**src/rtl/atan_vectoring_if.sv**
```systemverilog
// Operand/result handshake bundle for the vectoring CORDIC.
// master drives operands and out_ready; slave is the CORDIC.
interface atan_vectoring_if;
    logic        in_valid;
    logic        in_ready;
    logic [31:0] y_in;
    logic [31:0] x_in;
    logic        out_valid;
    logic        out_ready;
    logic [31:0] result;

    modport master (
        output in_valid, y_in, x_in, out_ready,
        input  in_ready, out_valid, result
    );

    modport slave (
        input  in_valid, y_in, x_in, out_ready,
        output in_ready, out_valid, result
    );
endinterface

```
**src/rtl/atan_vectoring.sv**
```systemverilog
// Iterative vectoring CORDIC: float (y, x) -> float atan angle.
// Define ATAN_QUADRANT_EN for full atan2; otherwise atan(y/|x|).
module atan_vectoring #(
    parameter int WIDTH      = 24,
    parameter int ITERATIONS = 24
) (
    input logic             clk,
    input logic             reset,
    input logic             clk_en,
    atan_vectoring_if.slave bus
);

    localparam int W   = WIDTH + 3;
    localparam int IW  = $clog2(ITERATIONS + 1);
    localparam int LSH = (WIDTH > 24) ? WIDTH - 24 : 0;
    localparam int RSH = (WIDTH < 24) ? 24 - WIDTH : 0;

    typedef enum logic [1:0] {
        IDLE,
        LOAD,
        ITER,
        DONE
    } state_t;

    state_t                state;
    logic [31:0]           y_raw;
    logic [31:0]           x_raw;
    logic signed [W-1:0]   x;
    logic signed [W-1:0]   y;
    logic signed [W-1:0]   z;
    logic [IW-1:0]         i;
    logic [31:0]           result_q;
    logic                  out_valid_q;

    logic signed [W-1:0]   ux;
    logic signed [W-1:0]   uy;
    logic signed [W-1:0]   xs;
    logic signed [W-1:0]   ys;
    logic signed [W-1:0]   at;
    logic signed [W-1:0]   xn;
    logic signed [W-1:0]   yn;
    logic signed [W-1:0]   zn;

`ifdef ATAN_QUADRANT_EN
    localparam logic signed [W-1:0] HALF_PI =
        W'((64'd26353589 << LSH) >> RSH);
`endif

    // atan(2^-idx) in Q2.24, rescaled to WIDTH fractional bits
    function automatic logic signed [W-1:0] atan_lut(
        input int idx
    );
        logic [63:0] q;
        case (idx)
            0:       q = 64'd13176795;
            1:       q = 64'd7778716;
            2:       q = 64'd4110060;
            3:       q = 64'd2086331;
            4:       q = 64'd1047214;
            5:       q = 64'd524117;
            6:       q = 64'd262123;
            7:       q = 64'd131069;
            8:       q = 64'd65536;
            default: begin
                if (idx >= 9 && idx <= 24)
                    q = 64'd1 << (24 - idx);
                else
                    q = 64'd0;
            end
        endcase
        return W'((q << LSH) >> RSH);
    endfunction

    function automatic logic signed [W-1:0] unpack(
        input logic [31:0] f
    );
        logic [W+23:0]       m;
        logic signed [W-1:0] v;
        int                  sh;
        if (f[30:23] == 8'd0)
            return '0;
        sh = 150 - int'(f[30:23]);
        if (sh < 0)
            sh = 0;
        m = {{W{1'b0}}, 1'b1, f[22:0]} << WIDTH;
        v = W'(m >> sh);
        return f[31] ? -v : v;
    endfunction

    function automatic logic [31:0] pack(
        input logic signed [W-1:0] v
    );
        logic [W-1:0] m;
        int           p;
        m = v[W-1] ? W'(-v) : W'(v);
        p = -1;
        for (int k = 0; k < W; k++)
            if (m[k])
                p = k;
        if (p < 0)
            return 32'd0;
        return {v[W-1], 8'(p - WIDTH + 127),
                23'({m, 23'd0} >> p)};
    endfunction

    assign bus.in_ready  = (state == IDLE) && !reset && clk_en;
    assign bus.out_valid = out_valid_q;
    assign bus.result    = result_q;

    always_comb begin
        uy = unpack(y_raw);
`ifdef ATAN_QUADRANT_EN
        ux = unpack(x_raw);
`else
        ux = unpack(x_raw & 32'h7FFF_FFFF);
`endif
    end

    // Shared micro-rotation; y == 0 rotates as if positive
    always_comb begin
        xs = x >>> i;
        ys = y >>> i;
        at = atan_lut(int'(i));
        if (y[W-1]) begin
            xn = x - ys;
            yn = y + xs;
            zn = z - at;
        end else begin
            xn = x + ys;
            yn = y - xs;
            zn = z + at;
        end
    end

    always_ff @(posedge clk) begin
        if (reset) begin
            state       <= IDLE;
            y_raw       <= '0;
            x_raw       <= '0;
            x           <= '0;
            y           <= '0;
            z           <= '0;
            i           <= '0;
            result_q    <= '0;
            out_valid_q <= 1'b0;
        end else if (clk_en) begin
            unique case (state)
                IDLE: begin
                    if (bus.in_valid) begin
                        y_raw <= bus.y_in;
                        x_raw <= bus.x_in;
                        state <= LOAD;
                    end
                end
                LOAD: begin
                    i     <= '0;
                    state <= ITER;
`ifdef ATAN_QUADRANT_EN
                    if (ux[W-1] && !uy[W-1]) begin
                        x <= uy;
                        y <= -ux;
                        z <= HALF_PI;
                    end else if (ux[W-1]) begin
                        x <= -uy;
                        y <= ux;
                        z <= -HALF_PI;
                    end else begin
                        x <= ux;
                        y <= uy;
                        z <= '0;
                    end
`else
                    x <= ux;
                    y <= uy;
                    z <= '0;
`endif
                end
                ITER: begin
                    x <= xn;
                    y <= yn;
                    z <= zn;
                    i <= i + 1'b1;
                    if (i == IW'(ITERATIONS - 1)) begin
                        result_q    <= pack(zn);
                        out_valid_q <= 1'b1;
                        state       <= DONE;
                    end
                end
                DONE: begin
                    if (bus.out_ready) begin
                        out_valid_q <= 1'b0;
                        state       <= IDLE;
                    end
                end
                default: state <= IDLE;
            endcase
        end
    end

endmodule

```
**src/flat_wrapper.sv**
```systemverilog
// flat-port wrapper written by rule: the top's interface ports become plain ports
module atan_vectoring_flat 
#(
    parameter int WIDTH      = 24,
    parameter int ITERATIONS = 24
)
  (clk, reset, clk_en, bus_in_valid, bus_y_in, bus_x_in, bus_out_ready, bus_in_ready, bus_out_valid, bus_result);
  atan_vectoring_if bus_i ();
  input logic clk;
  input logic reset;
  input logic clk_en;
  input wire logic [$bits(bus_i.in_valid)-1:0] bus_in_valid;
  input wire logic [$bits(bus_i.y_in)-1:0] bus_y_in;
  input wire logic [$bits(bus_i.x_in)-1:0] bus_x_in;
  input wire logic [$bits(bus_i.out_ready)-1:0] bus_out_ready;
  output wire logic [$bits(bus_i.in_ready)-1:0] bus_in_ready;
  output wire logic [$bits(bus_i.out_valid)-1:0] bus_out_valid;
  output wire logic [$bits(bus_i.result)-1:0] bus_result;
  assign bus_i.in_valid = bus_in_valid;
  assign bus_i.y_in = bus_y_in;
  assign bus_i.x_in = bus_x_in;
  assign bus_i.out_ready = bus_out_ready;
  assign bus_in_ready = bus_i.in_ready;
  assign bus_out_valid = bus_i.out_valid;
  assign bus_result = bus_i.result;
  atan_vectoring #(.WIDTH(WIDTH), .ITERATIONS(ITERATIONS)) u_core (.clk(clk), .reset(reset), .clk_en(clk_en), .bus(bus_i));
endmodule
```
**config.mk**
```make
export PLATFORM = sky130hd
export DESIGN_NAME = atan_vectoring_flat
export DESIGN_NICKNAME = d
export VERILOG_FILES = /design/src/rtl/atan_vectoring_if.sv /design/src/rtl/atan_vectoring.sv /design/src/flat_wrapper.sv
export SDC_FILE = /design/constraint.sdc
export NUM_CORES = 1
export LEC_CHECK = 0
export CORE_MARGIN = 2
export CORE_UTILIZATION = 60
export CTS_CLUSTER_DIAMETER = 60
export DETAILED_ROUTE_END_ITERATION = 12
export HOLD_SLACK_MARGIN = 0.03
export PLACE_DENSITY = 0.78
export SYNTH_ARGS = -nofsm -noshare
export SYNTH_HDL_FRONTEND = slang
export SYNTH_SLANG_ARGS = --single-unit
export TNS_END_PERCENT = 5
```
**constraint.sdc**
```tcl
create_clock -name clk -period 19.4 [get_ports clk]
set_input_delay 3.88 -clock clk [delete_from_list [all_inputs] [get_ports clk]]
set_output_delay 3.88 -clock clk [all_outputs]
set_load 0.005 [all_outputs]
```
# Word level (Yosys, flattened, before mapping)
# Index checks and enable logic that the tools add are counted.
dict set report word_totals {
  input_bits 69
  regBits 184
  latch_bits 0
  out_inout_bits 34
  elab_cells 130
  ramBits 0
  memories 0
  romBits 0
}
dict set report op_classes {
  mux 66
  bitwise_logic 0
  n_addsub 14
  n_mul 0
  div 0
  order_cmp 5
  reduce_logical 15
  eq_ne 15
  shifts 6
}
# operator n
set ops {}
lappend ops {{32-bit two-way mux} 37}
lappend ops {{27-bit two-way mux} 10}
lappend ops {{27-bit case mux with 9 select lines} 1}
lappend ops {{27-bit case mux with 2 select lines} 3}
lappend ops {{32-bit by 1-bit < comparator with 1-bit output, second input constant} 3}
lappend ops {{48-bit by 32-bit >> shifter with 27-bit output} 2}
lappend ops {{27-bit adder} 3}
lappend ops {{27-bit subtractor} 3}
lappend ops {{27-bit negator} 2}
lappend ops {{27-bit by 5-bit >>> shifter with 27-bit output} 2}
lappend ops {{50-bit by 32-bit >> shifter with 23-bit output} 1}
lappend ops {{1-bit by 32-bit << shifter with 27-bit output, first input constant} 1}
lappend ops {{5-bit by 3-bit == test with 1-bit output, second input constant} 4}
lappend ops {{8-bit by 8-bit subtractor with 9-bit output, first input constant} 2}
lappend ops {{8-bit zero test} 2}
lappend ops {{5-bit by 2-bit == test with 1-bit output, second input constant} 2}
lappend ops {{5-bit case mux with 2 select lines} 1}
lappend ops {{1-bit two-way mux} 9}
lappend ops {{8-bit adder, second input constant} 1}
lappend ops {{2-bit case mux with 4 select lines} 1}
lappend ops {{4-bit AND reduction} 2}
lappend ops {{8-bit by 6-bit subtractor with 8-bit output, second input constant} 1}
lappend ops {{2-bit two-way mux} 3}
lappend ops {{3-bit AND reduction} 2}
lappend ops {{other kinds (18)} 23}

# Depth between registers and ports, before layout
# Gate-level depths: netlist of run 1.
dict set report logic_depth {
  ltp_word 46
  mapped_depth 45
  ltp_nobuf 36
}

# Least setup slack after synthesis of run 1
# Ideal clock, no wire load.
dict set report synth_timing {
  path_type {register to register}
  from {register u_core.i[1]}
  to {register u_core.result_q[21] (netlist: u_core.bus.result[21])}
  path_buffers 9
  path_slack_ps 10612
  arrival_ps 8714
  t_required_ps 19326
  path_stages_with_launch 38
  period_less_slack_ps 8788
  setup_ps 74
  cell_sequence {dfxtp_1 > buf_2 > buf_1 > clkbuf_1 > inv_1 > ha_1 > clkbuf_1 > buf_2 > buf_1 > a41oi_1 > nand2b_1 > o22a_1 > o2111ai_1 > nor4_1 > inv_1 > nor4_1 > nor2_1 > xnor2_1 > [2 not listed] > a221o_1 > and2_1 > or4_4 > a21oi_2 > nor2_2 > or4_4 > or4_4 > mux2_4 > a31o_1 > buf_6 > and4_4 > and3_1 > buf_6 > o32a_1 > nand2_1 > a211oi_1 > a221o_1 > a31oi_1}
}
dict set report synth_via {
  elab_chain_len 46
  elab_cells_between_ends 62
  cone_classes {add/sub (4); order compare (3); eq/ne (9); shift (2); mux (41); reduce/logical (3)}
}
# element line
set synth_rtl {}
lappend synth_rtl {{start, declared} atan_vectoring.sv:31} ;# logic [IW-1:0] i;
lappend synth_rtl {{start signal, assigned} atan_vectoring.sv:182} ;# i <= i + 1'b1;
lappend synth_rtl {{5-bit by 5-bit subtractor with 6-bit output (tied with other cells)} atan_vectoring.sv:66} ;# q = 64'd1 << (24 - idx);
lappend synth_rtl {{1-bit by 32-bit << shifter with 27-bit output or 1-bit logical AND (tied branches)} {atan_vectoring.sv:66, atan_vectoring.sv:65}}
lappend synth_rtl {{27-bit two-way mux} atan_vectoring.sv:65} ;# if (idx >= 9 && idx <= 24)
lappend synth_rtl {{27-bit case mux with 9 select lines} atan_vectoring.sv:54} ;# case (idx)
lappend synth_rtl {{27-bit adder or 27-bit subtractor (tied branches)} {atan_vectoring.sv:131, atan_vectoring.sv:127}}
lappend synth_rtl {{27-bit two-way mux} atan_vectoring.sv:124} ;# if (y[W-1]) begin
lappend synth_rtl {{27-bit negator} atan_vectoring.sv:95} ;# m = v[W-1] ? W'(-v) : W'(v);
lappend synth_rtl {{27-bit two-way mux} atan_vectoring.sv:95}
lappend synth_rtl {{[30 not listed]} --}
lappend synth_rtl {{32-bit two-way mux} atan_vectoring.sv:136} ;# if (reset) begin
lappend synth_rtl {{32-bit by 1-bit < comparator with 1-bit output} atan_vectoring.sv:100} ;# if (p < 0)
lappend synth_rtl {{1-bit two-way mux} atan_vectoring.sv:100}
lappend synth_rtl {{1-bit two-way mux} atan_vectoring.sv:183} ;# if (i == IW'(ITERATIONS - 1)) begin
lappend synth_rtl {{1-bit two-way mux} atan_vectoring.sv:147} ;# unique case (state)
lappend synth_rtl {{1-bit two-way mux} atan_vectoring.sv:146} ;# end else if (clk_en) begin
lappend synth_rtl {{1-bit two-way mux} atan_vectoring.sv:136}
lappend synth_rtl {{32-bit two-way mux} atan_vectoring.sv:102} ;# return {v[W-1], 8'(p - WIDTH + 127),
lappend synth_rtl {{end signal, assigned} atan_vectoring.sv:184} ;# result_q <= pack(zn);
lappend synth_rtl {{end, declared} atan_vectoring.sv:32} ;# logic [31:0] result_q;
# Parallel ways exist; a longest one is shown, timed or not. The select of a mux whose other input is x is not followed.
# A chain may end at the register's enable or synchronous reset.

# Worst setup path after layout of run 1
dict set report layout_timing {
  from {register u_core.i[1]}
  to {register u_core.result_q[19] (netlist: u_core.bus.result[19])}
}
# The elaborated chain is that of the path after synthesis.

==> results of run 1 <==
flip-flops by register name (all words and copies together), names as in the netlist:
| name | cells |
|---|---|
| u_core.bus.result | 32 |
| u_core.z | 27 |
| u_core.bus.out_valid | 1 |
| u_core.y | 27 |
| u_core.y_raw | 32 |
| u_core.state | 2 |
| u_core.i | 5 |
| u_core.x_raw | 31 |
| u_core.x | 27 |
layer usage:
layer,share of wire,vias to the layer above
met5,0,-
met4,0.019,0
met3,0.097,124
met2,0.41,1359
met1,0.47,12100
li1,-,12200
power breakdown:
group	total, uW	internal [uW]	switching [uW]
clock	394	200	194
combinational	1190	452	738
sequential	432	398	35.0
total	2020	1050	967
cell type report:
class                   instances  area share
clock inverters                15     0.00890
flip-flops and latches        184       0.147
clock buffers                  17      0.0169
well taps                     518      0.0258
repair buffers                142      0.0523
inverters                      88      0.0132
multi-input cells            2821       0.736
logic make-up after synthesis:
family	synth area share
AO/OA/AOI/OAI	0.309
adder cells (fa/ha/maj)	0.0533
XOR/XNOR	0.0616
AND/OR/NAND/NOR	0.244
flip-flops	0.157
multiplexers	0.119
buffers and inverters	0.0553
worst min-delay path, cell delays in order, from the launching register on:
cell,delay (ps)
dfxtp_1,320
nand2_1,50
o21ai_1,50
cells in the final DEF, fill, tap and decap left out, types with 52 or more instances in the layout:
master and count:
ha_1 94, xnor2_1 119, nand3_1 82, nand2_1 453
o21ai_0 225, a221oi_1 55, dfxtp_1 178, a21oi_1 288
clkdlybuf4s50_1 100, nor2_1 353, nor3_1 99, mux2i_1 139
inv_1 84, a211oi_1 52
worst max-delay path by stage:
stage / cells past startpoint / startpoint / endpoint
after floorplan: 37 / u_core.i[1] / u_core.bus.result[21]
after global placement: 31 / u_core.i[1] / u_core.bus.result[19]
after detailed placement: 29 / u_core.i[1] / u_core.bus.result[19]
after CTS: 31 / u_core.i[1] / u_core.bus.result[19]
after global routing: 29 / u_core.i[1] / u_core.bus.result[19]
final: 31 / u_core.i[1] / u_core.bus.result[19]
stage by stage:
step            util  worst slack, ps  power (uW)  hold WS (ps)
2_1_floorplan      -            10610        1320           435
3_3_place_gp   0.635             9270        1560           430
3_5_place_dp   0.635             9100        1590           443
4_1_cts        0.652             9060        1990           456
5_1_grt        0.652             8020        2140           486
6_report       0.652             8690        2020           457
==> flow_summary.json, run 1 <==
{
  "grt_first_pass_wirelength_um": 124000,
  "clk_latency_ps": 510,
  "crit_fanout": 34,
  "grt_util_met1": 0.569,
  "leakagePower_uw": 0.00960,
  "die_area_um2": 40600,
  "wirelength_um": 77100,
  "slew_headroom": 0.236,
  "drt_pre_antenna_iters": 6,
  "ir_worst_vdd_v": 0.0000791,
  "ys_types": 115,
  "worstReg2RegStart": "u_core.i[1]",
  "cp.buffers_inverters": 4,
  "fmax_mhz": 93.3,
  "whs_path_depth": 2,
  "io-pin-count": 103,
  "synth_nets": 3494,
  "cts_root_buf": "clkbuf_16",
  "path_clk_slew_ps": 80,
  "vias_per_cell": 6.82,
  "grt_max_degree": 81,
  "crit_family": "compound AO/OA/AOI/OAI gates",
  "start_util": 0.608,
  "r2r_slack_ps": 8690,
  "syn_area_per_cell_um2": 7.04,
  "syn2layout_area_growth_pct": 7.35,
  "tightest_slew_ps": 1150,
  "num-nets-final": 3421,
  "diodes": 0,
  "use_met2": 0.531,
  "clk_path_buf_depth": 2,
  "cap_violations": 0,
  "crit_type": "flop to flop",
  "yosysTopAreaCellShare": 0.157,
  "cp-start-kind": "flop",
  "ys_top_cells_by_area": "dfxtp_1 (16%), nand2_1 (7.3%), a21oi_1 (6.2%)",
  "drive_gt1_frac": 0.0701,
  "chipHeight_um": 202,
  "first_global_vias": 23000,
  "critPathSlowestCell": "dfxtp_2",
  "fin_cells": 3785,
  "synthTopCellsByCount": "nand2_1 (454), nor2_1 (354), a21oi_1 (291), o21ai_0 (227), dfxtp_1 (184)",
  "multiInputGateArea_um2": 18500,
  "grt_busiest_layer": "met1",
  "yosys.area.top_type": "dfxtp_1",
  "grt_setup_unrepaired": "false",
  "place_congestion": 0.963,
  "powerDensity_nw_per_um2": 80.2,
  "cts_max_level": 4,
  "vias": 25800,
  "fin_crit_sh": 0.552,
  "place_area_um2": 24500,
  "drc": 0,
  "seq_area_um2": 3700,
  "synth_edf_count": 0,
  "status": "finished clean",
  "die_width_um": 202,
  "slew_violations": 0,
  "num_rows": 72,
  "port-buffer-count": 101,
  "tns_ps": 0,
  "synthesis.area_um2": 23400,
  "hp-class": "flop to flop",
  "grt_use_met3": 0.0622,
  "track_usage": 0.371,
  "nFillCells": 3483,
  "post-cts-setup-buffers": 0,
  "fin_skew_ps": 15.5,
  "place_hpwl_um": 56100,
  "cts_tree": "yes",
  "cts_hold_buf": 0,
  "rr_worst_depth": 31,
  "setup_viol": 0,
  "post_cts_resized": 0,
  "grt_antenna_before_repair": 0,
  "detail-route-antenna-nets": 0,
  "slowest_delay_ps": 860,
  "min_to": "u_core.bus.result[6]",
  "core_area_um2": 38600,
  "first_iter_violations": 3215,
  "synth-seq-area-share": 0.157,
  "synth_ff_type": "dfxtp_1",
  "r2r-end": "u_core.bus.result[19]",
  "crit_path_end_kind": "flop",
  "syn-instance-count": 3327,
  "cts_sinks": 184,
  "final_area_um2": 25200,
  "hold_viol_final": 0,
  "min_period_ps": 10710,
  "yosys_warnings": 0,
  "dp_cells": 3753,
  "hp-start": "u_core.bus.result[6]",
  "required_ps": 19780,
  "route.detailed.wl_per_inst_um": 20.4,
  "gr-total-overflow": 0,
  "arrival_ps": 11100,
  "synth_most_common_cell": "nand2_1",
  "async_reset_ff_frac": 0,
  "cts_buffers": 17,
  "ys_ff_latch": 184
}
No activity file was read; power rests on OpenSTA's default activity.
==> run 2, diff against run 1 <==
- clock period: 19.4 -> 10.2 ns (I/O delays scaled with it)
==> run 2 against run 1 <==
  * Sequential cell count unchanged
  * Count of clock-buffer cells in the layout up 4
  * Final cell count up 0.18%
  * Worst hold slack worse by 13 ps
  * Clock power up 72%
  * Critical path type unchanged
  * Highest routed layer unchanged
==> flow_summary.json, run 2 (synthesized netlist as in run 1, its figures left out) <==
{
  "status": "finished clean",
  "track_usage": 0.365,
  "core_area_um2": 38600,
  "clk_path_buf_depth": 2,
  "cap_violations": 0,
  "cts_buffers": 17,
  "hp-class": "flop to flop",
  "tightest_slew_ps": 1180,
  "leakagePower_uw": 0.00960,
  "dp_cells": 3759,
  "grt_first_pass_wirelength_um": 123000,
  "required_ps": 10580,
  "die_area_um2": 40600,
  "hold_viol_final": 0,
  "grt_antenna_before_repair": 0,
  "num_rows": 72,
  "crit_path_end_kind": "flop",
  "port-buffer-count": 101,
  "powerDensity_nw_per_um2": 150,
  "place_hpwl_um": 56100,
  "arrival_ps": 10040,
  "grt_setup_unrepaired": "false",
  "worstReg2RegStart": "u_core.i[1]",
  "r2r-end": "u_core.bus.result[5]",
  "chipHeight_um": 202,
  "place_congestion": 1.04,
  "place_ws_ps": 778,
  "rr_worst_depth": 32,
  "cts_sinks": 184,
  "nFillCells": 3498,
  "critPathSlowestCell": "or4_1",
  "first_global_vias": 23200,
  "final.setup.worst_slack_ps": 543,
  "fin_crit_sh": 0.947,
  "crit_type": "flop to flop",
  "diodes": 0,
  "min_period_ps": 9660,
  "cts_tree": "yes",
  "vias": 25600,
  "cp-start-kind": "flop",
  "cp-startpoint": "u_core.i[1]",
  "drt_pre_antenna_iters": 9,
  "tns_ps": 0,
  "hp-start": "u_core.bus.result[8]",
  "fin_cells": 3792,
  "whs_path_depth": 2,
  "r2r_slack_ps": 540,
  "crit_fanout": 63,
  "num-nets-final": 3428,
  "crit_end": "u_core.bus.result[5]",
  "syn2layout_area_growth_pct": 7.25,
  "cts_root_buf": "clkbuf_16",
  "vias_per_cell": 6.76,
  "fmax_mhz": 104,
  "route.detailed.wl_per_inst_um": 20.1,
  "path_clk_slew_ps": 70,
  "mostFrequentLayoutCells": "nand2_1 (453), nor2_1 (353), a21oi_1 (288)",
  "drc": 0,
  "mostFrequentLayoutCell": "nand2_1",
  "fin_skew_ps": 17.3,
  "die_width_um": 202,
  "place_area_um2": 24500,
  "clk_latency_ps": 500,
  "wirelength_um": 76200,
  "cts_hold_buf": 0,
  "grt_max_degree": 86,
  "first_iter_violations": 3312,
  "slowest_delay_ps": 610,
  "gr-total-overflow": 0,
  "slew_headroom": 0.215,
  "setup_viol": 0,
  "io-pin-count": 103,
  "final_area_um2": 25100,
  "drive_gt1_frac": 0.0718,
  "ir_worst_vdd_v": 0.000157,
  "cts_max_level": 4,
  "slew_violations": 0,
  "start_util": 0.608,
  "detail-route-antenna-nets": 0
}
## run 2: power breakdown
| part | total [uW] | switching (uW) | leakage [uW] | internal [uW] |
|---|---|---|---|---|
| logic | 2260 | 1400 | 0.00783 | 863 |
| clock network | 677 | 324 | 0.000277 | 353 |
| registers | 820 | 63.8 | 0.00150 | 757 |
## run 2: routing by layer
metal | up-vias | track usage | part of all wire
met5 | - | 0 | 0
met4 | 0 | 0.0977 | 0.020
met3 | 142 | 0.0635 | 0.099
met2 | 1329 | 0.530 | 0.41
met1 | 12000 | 0.551 | 0.47
li1 | 12200 | - | -
## run 2: how the worst min path moves through the flow
stage | end | slack, ps
5_1_grt | u_core.bus.result[4] | 470
3_3_place_gp | u_core.bus.result[8] | 430
2_1_floorplan | u_core.bus.result[4] | 430
3_5_place_dp | u_core.bus.result[8] | 430
6_report | u_core.bus.result[8] | 440
4_1_cts | u_core.bus.result[8] | 440
## run 2: layout make-up
cell class              count  area (um2)  share of cell area
flip-flops and latches    184        3700               0.147
repair buffers            148        1360              0.0542
clock inverters            11         111             0.00443
well taps                 518         648              0.0258
multi-input cells        2822       18500               0.737
inverters                  88         333              0.0132
clock buffers              21         460              0.0183
## run 2: timing repair
action	in CTS	in global routing
endpoints found under the setup margin	0	17
buffers inserted	0	0
gates resized for setup	0	1
## run 2: critical path: cells and delay by family (launching register included)
family | cells | cell delay, ps
and+or+nand+nor | 10 | 2300
DFF | 1 | 360
buffers and inverters | 4 | 970
xor gates and xnor gates | 1 | 160
adders and majority gates | 1 | 410
AOI/OAI and AO/OA | 13 | 4240
muxes | 3 | 1060
## run 2: stage by stage
stage | total power [uW] | utilization | hold WS, ps
final | 3760 | 0.652 | 444
after global routing | 4000 | 0.652 | 470
after CTS | 3690 | 0.651 | 444
after detailed placement | 3000 | 0.637 | 435
after global placement | 2950 | 0.637 | 428
after floorplan | 2510 | - | 435
